==> src/rtl/hazard_pkg.sv <==
// Shared codes and helpers for the ID-stage hazard and forwarding unit.
package hazard_pkg;

    localparam int REG_AW   = 5;
    localparam int OPTYPE_W = 2;

    // Classifies what an instruction writes back. Only DATA and LOAD produce a forwardable rd value.
    typedef enum logic [OPTYPE_W-1:0] {
        OPTYPE_NONE  = 2'b00,
        OPTYPE_DATA  = 2'b01,
        OPTYPE_LOAD  = 2'b10,
        OPTYPE_STORE = 2'b11
    } optype_e;

    // Operand source selects for the ID-stage operand muxes.
    typedef enum logic [1:0] {
        FWD_RF      = 2'b00,
        FWD_ALU_EX  = 2'b01,
        FWD_ALU_MEM = 2'b10,
        FWD_LD_MEM  = 2'b11
    } fwd_sel_e;

    // True when a source register is actually read and an older in-flight instruction will write it.
    // Register x0 is hard-wired to zero, so it never creates a dependency.
    function automatic logic writer_match(
        input logic                uses_src,
        input logic [REG_AW-1:0]   rs,
        input logic [REG_AW-1:0]   rd,
        input logic [OPTYPE_W-1:0] optype
    );
        return uses_src && (rs != '0) && (rs == rd) &&
               ((optype == OPTYPE_DATA) || (optype == OPTYPE_LOAD));
    endfunction

    // Youngest producer wins. A load still in EX yields FWD_RF because its data does not exist yet;
    // that case is covered by the stall or by the late store-data path.
    function automatic logic [1:0] fwd_select(
        input logic                match_ex,
        input logic [OPTYPE_W-1:0] optype_ex,
        input logic                match_mem,
        input logic [OPTYPE_W-1:0] optype_mem
    );
        logic [1:0] sel;
        sel = FWD_RF;
        if (match_ex && (optype_ex == OPTYPE_DATA))
            sel = FWD_ALU_EX;
        else if (match_ex)
            sel = FWD_RF;
        else if (match_mem && (optype_mem == OPTYPE_LOAD))
            sel = FWD_LD_MEM;
        else if (match_mem && (optype_mem == OPTYPE_DATA))
            sel = FWD_ALU_MEM;
        return sel;
    endfunction

endpackage

==> src/rtl/hazard_stage_reg.sv <==
// One pipeline slot of writer tracking: the optype and destination index of the instruction in a stage.
import hazard_pkg::*;

module hazard_stage_reg #(
    parameter int REG_AW   = hazard_pkg::REG_AW,
    parameter int OPTYPE_W = hazard_pkg::OPTYPE_W
) (
    input  logic                clk,
    input  logic                rst,
    input  logic                flush,
    input  logic [OPTYPE_W-1:0] optype_d,
    input  logic [REG_AW-1:0]   rd_d,
    output logic [OPTYPE_W-1:0] optype_q,
    output logic [REG_AW-1:0]   rd_q
);

    // Reset and flush both turn the slot into a bubble that can never match a source register.
    always_ff @(posedge clk) begin
        if (!rst || flush) begin
            optype_q <= '0;
            rd_q     <= '0;
        end else begin
            optype_q <= optype_d;
            rd_q     <= rd_d;
        end
    end

endmodule

==> src/rtl/hazard_fwd_unit.sv <==
// ID-stage hazard detection: load-use stalls, operand forwarding selects, store-data fix-up, branch flush.
import hazard_pkg::*;

module hazard_fwd_unit #(
    parameter int REG_AW   = hazard_pkg::REG_AW,
    parameter int OPTYPE_W = hazard_pkg::OPTYPE_W
) (
    input  logic                clk,
    input  logic                rst,
    input  logic [OPTYPE_W-1:0] hazard_optype_ID,
    input  logic                rs1use_ID,
    input  logic                rs2use_ID,
    input  logic [REG_AW-1:0]   rs1_ID,
    input  logic [REG_AW-1:0]   rs2_ID,
    input  logic [REG_AW-1:0]   rd_ID,
    input  logic                Branch_ID,
    output logic                PC_EN_IF,
    output logic                reg_FD_EN,
    output logic                reg_FD_flush,
    output logic                reg_DE_flush,
    output logic [1:0]          forward_ctrl_A,
    output logic [1:0]          forward_ctrl_B,
    output logic                forward_ctrl_ls
);

    logic [OPTYPE_W-1:0] optype_ex;
    logic [REG_AW-1:0]   rd_ex;
    logic [OPTYPE_W-1:0] optype_mem;
    logic [REG_AW-1:0]   rd_mem;
    logic                ls_pend;

    logic match1_ex, match2_ex, match1_mem, match2_mem;
    logic load_use_1, load_use_2, ls_skip, stall;

    // A stalled ID instruction enters EX as a bubble; it is re-presented in ID next cycle.
    hazard_stage_reg #(.REG_AW(REG_AW), .OPTYPE_W(OPTYPE_W)) u_ex_reg (
        .clk      (clk),
        .rst      (rst),
        .flush    (stall),
        .optype_d (hazard_optype_ID),
        .rd_d     (rd_ID),
        .optype_q (optype_ex),
        .rd_q     (rd_ex)
    );

    hazard_stage_reg #(.REG_AW(REG_AW), .OPTYPE_W(OPTYPE_W)) u_mem_reg (
        .clk      (clk),
        .rst      (rst),
        .flush    (1'b0),
        .optype_d (optype_ex),
        .rd_d     (rd_ex),
        .optype_q (optype_mem),
        .rd_q     (rd_mem)
    );

    // Dependency detection against both in-flight writers, and the resulting stall decision.
    always_comb begin
        match1_ex  = writer_match(rs1use_ID, rs1_ID, rd_ex,  optype_ex);
        match2_ex  = writer_match(rs2use_ID, rs2_ID, rd_ex,  optype_ex);
        match1_mem = writer_match(rs1use_ID, rs1_ID, rd_mem, optype_mem);
        match2_mem = writer_match(rs2use_ID, rs2_ID, rd_mem, optype_mem);

        load_use_1 = match1_ex && (optype_ex == OPTYPE_LOAD);
        load_use_2 = match2_ex && (optype_ex == OPTYPE_LOAD);

        // A store only needs rs2 as write data, which can be patched in EX from the load in MEM.
        ls_skip = (hazard_optype_ID == OPTYPE_STORE) && load_use_2 && !load_use_1;
        stall   = (load_use_1 || load_use_2) && !ls_skip;
    end

    // Pipeline control and operand selects; a stall freezes IF/ID and swallows any branch redirect.
    always_comb begin
        PC_EN_IF       = !stall;
        reg_FD_EN      = !stall;
        reg_DE_flush   = stall;
        reg_FD_flush   = !stall && Branch_ID;
        forward_ctrl_A = fwd_select(match1_ex, optype_ex, match1_mem, optype_mem);
        forward_ctrl_B = fwd_select(match2_ex, optype_ex, match2_mem, optype_mem);
    end

    // Remember a skipped store so its data is taken from the load once both have advanced one stage.
    always_ff @(posedge clk) begin
        if (!rst)
            ls_pend <= 1'b0;
        else
            ls_pend <= ls_skip;
    end

    assign forward_ctrl_ls = ls_pend;

endmodule

==> config.mk <==
export PLATFORM = sky130hd
export DESIGN_NAME = hazard_fwd_unit
export DESIGN_NICKNAME = d
export VERILOG_FILES = /design/src/rtl/hazard_pkg.sv /design/src/rtl/hazard_stage_reg.sv /design/src/rtl/hazard_fwd_unit.sv
export SDC_FILE = /design/constraint.sdc
export NUM_CORES = 1
export LEC_CHECK = 0
export CAP_MARGIN = 25
export CORE_ASPECT_RATIO = 1.1
export CORE_MARGIN = 10
export CORE_UTILIZATION = 45
export CTS_CLUSTER_SIZE = 16
export DETAILED_ROUTE_END_ITERATION = 8
export GPL_TIMING_DRIVEN = 0
export PLACE_DENSITY = 0.81
export SLEW_MARGIN = 5
export SYNTH_ARGS = -nofsm -noshare
export SYNTH_HDL_FRONTEND = slang
export SYNTH_SLANG_ARGS = --single-unit
==> constraint.sdc <==
create_clock -name clk -period 2.09 [get_ports clk]
set_input_delay 0.209 -clock clk [delete_from_list [all_inputs] [get_ports clk]]
set_output_delay 0.209 -clock clk [all_outputs]
set_load 0.01 [all_outputs]
==> impl_metrics.toml <==
[run_status]
status = "finished, final reports clean"

[power]
switchingPower_uw = 214
clkPwrFrac_pct = 24.5
vdd_drop_max_mv = 0.341
leakagePower_uw = 0.000632
power_frac_comb_pct = 29.9
cellPowerDensity_mw_per_mm2 = 446
pwr-share-seq_pct = 45.6
intPower_uw = 477
swShare_pct = 31.0

[sta]
clock-skew-final_ps = 2.95
min_period_over_period_pct = 98.7
fin_crit_ps = 2060
maxSlewViolCount = 0
tightest_slew_ps = 623
hold_violations = 0
finalSetupViolations = 0
slew_headroom_pct = 58.1
clock.fmax_mhz = 485
rsz0062_at_grt = "yes"

[logic_synthesis]
synthMostInstantiatedCell = "xnor2_1"
synth_area_leaders = "dfxtp_1 31%, xnor2_1 15%, nor3_1 6.2%, ha_1 5.1%, and2_1 4.5%"
yosysSeqAreaShare_pct = 30.8
synth.avg_cell_area_um2 = 9.04
synthArstFlopShare_pct = 0
synth_cell_type_count = 34
synth-edff-count = 0
synth_common_cells = "17 x xnor2_1, 15 x dfxtp_1, 12 x nor3_1"
syn_inst = 108
ys.flop_type = "dfxtp_1"
syn_nets = 134
yosysWarnings = 0
yosys.area.top_type = "dfxtp_1"
synth_top_area_share_pct = 30.8
synth_area_um2 = 976
ys_ff_latch = 15

[final_layout]
antennaDiodeCount = 0
nNetsFinal = 184
final_cells = 185
final_util_pct = 75.9
final_layout_size_suffix_gt1_share_pct = 42.7
fill_cells = 152
area_growth_pct = 58.8
regArea_um2 = 309
multi_input_area_um2 = 798
final_area_mm2 = 0.00155

[clock_network]
cts.sink_count = 15
clk_pin_slew_ps = 90
holdBufCountCts = 0
cts_buffers = 3
clk_path_buf_depth = 2
cts_tree = "yes"
htree_levels = 1
clk_latency_ps = 290
cts_root_buffer = "clkbuf_4"

[route]
via_count = 998
ant_nets = 0
drcViolationCount = 0
drtPass1Iterations = 4
routed_wl_um = 3370
wl_per_cell_um = 18.2
via_per_inst = 5.39
drtIter0Drc = 28

[worst_setup_path]
path_cells = "inv_2, ha_4, buf_4, nor4_4, mux2_4, buf_6"
arrival_ps = 1850
crit_fanout = 3
critPathSlowestCell = "dfxtp_2"
cp-end-kind = "output port"
cp-start-kind = "register"
crit_type = "register to output port"
cpPeakStageDelay_ps = 340
critical_path_required_ps = 1880

[floorplanning]
core_area_mm2 = 0.00204
start_util_pct = 47.8
die_x_um = 64.4
rows = 17
die_y_um = 68.8
dieArea_mm2 = 0.00443
ios = 31

[grt]
antenna_found_initial = 0
grt_pass1_vias = 1079
grt_overflow_total = 0
grtUsageMet2_pct = 26.0
grtUsageMet3_pct = 3.22
grt_pass1_wl_um = 4820
grt.busiest_layer = "met2"
grt_usage_pct = 13.7
grt_use_met1_pct = 13.3
grt_max_degree = 11

[run]
cap_violations = 0

[min_path]
hold_path_class = "input pin to register"

[placed_design]
place.gp.congestion = 0.896
port_buffers = 30
place_area_mm2 = 0.00131
dp_hpwl_um = 2150
placed_cells = 166
## flip-flops by register name, summed over array words and instances, names as in the netlist
| signal | cells |
|---|---|
| u_mem_reg.rd_q | 5 |
| u_ex_reg.rd_q | 5 |
| forward_ctrl_ls | 1 |
| u_mem_reg.optype_q | 2 |
| u_ex_reg.optype_q | 2 |
## metal layers
layer / share of wire [%] / up-vias
met5: 0 / -
met4: 2.9 / 0
met3: 7.9 / 11
met2: 51 / 53
met1: 38 / 461
li1: - / 473
## cells by family after synthesis
family                     Yosys count  share of synthesized area, %
muxes                                2                          2.69
xor gates and xnor gates            20                          17.9
and+or+nand+nor                     54                          32.2
buffers and inverters                7                          3.08
adders and majority gates            4                          5.13
AOI/OAI and AO/OA                    6                          8.21
DFF                                 15                          30.8
## critical path: cells and delay by family, from the launching register on
family / cells / cell delay, ps
simple gates: 1 / 330
flops: 1 / 340
buf+inv: 3 / 310
fa+ha+maj: 1 / 240
mux: 1 / 340
## through the flow
stage | TNS [ps] | total power, µW | hold slack (ps) | worst slack (ps)
floorplan | 0 | 394 | 327 | 260
global placement | -4300 | 463 | 473 | -598
detailed placement | -4490 | 468 | 470 | -637
CTS | 0 | 657 | 451 | 0.282
global route | -93.2 | 724 | 452 | -49.4
finish | 0 | 691 | 445 | 27.2
## power by group through the flow
stage	Combinational, µW	Clock [µW]	Sequential [µW]
2_1_floorplan	80.3	0	314
3_3_place_gp	147	0	316
3_5_place_dp	151	0	317
4_1_cts	178	166	313
5_1_grt	220	187	317
6_report	206	170	315
## final cells by class
type | count | area share (%)
Multi-Input combinational cell | 86 | 51.5
Timing Repair Buffer | 45 | 22.6
Sequential cell | 15 | 19.9
Tap cell | 28 | 2.26
Clock buffer | 3 | 1.45
Inverter | 5 | 1.21
Buffer | 2 | 0.726
Clock inverter | 1 | 0.323
## what timing repair did
| item | CTS | global route |
|---|---|---|
| resized for setup | 68 | 24 |
| buffers inserted | 10 | 6 |
| hold endpoints to repair | 0 | 0 |
| setup endpoints to repair | 8 | 8 |
| pin swaps | 14 | 13 |
## cells in the final DEF (no fill, tap or decap), types with 2 or more instances in the layout
cell             instances
buf_4                   15
clkdlybuf4s50_1         12
nor3_1                  11
xnor2_1                 10
nand2_1                  9
dfxtp_1                  8
xnor2_2                  7
and2_1                   7
buf_2                    7
dfxtp_2                  7
clkbuf_2                 6
inv_1                    4
xor2_1                   3
ha_1                     3
clkbuf_4                 3
or4_4                    2
nand3_1                  2
mux2_4                   2
nand2b_4                 2
nor4_4                   2
and3_1                   2
nand4_1                  2
nor2_1                   2
nor4_1                   2
clkdlybuf4s15_1          2
dlygate4sd2_1            2
buf_6                    2
## final timing paths
kind,endpoint,depth (start not counted),slack (ps),from
setup / recovery,forward_ctrl_A[0],6,30,u_ex_reg.optype_q[0]$_SDFF_PP0_
hold / removal,u_ex_reg.rd_q[1]$_SDFF_PP0_,3,440,rd_ID[1]
setup reg to reg,u_ex_reg.optype_q[1]$_SDFF_PP0_,6,140,u_ex_reg.rd_q[0]$_SDFF_PP0_
hold reg to reg,u_mem_reg.optype_q[1]$_SDFF_PN0_,1,520,u_ex_reg.optype_q[1]$_SDFF_PP0_
Power figures use the tool's default switching activity.
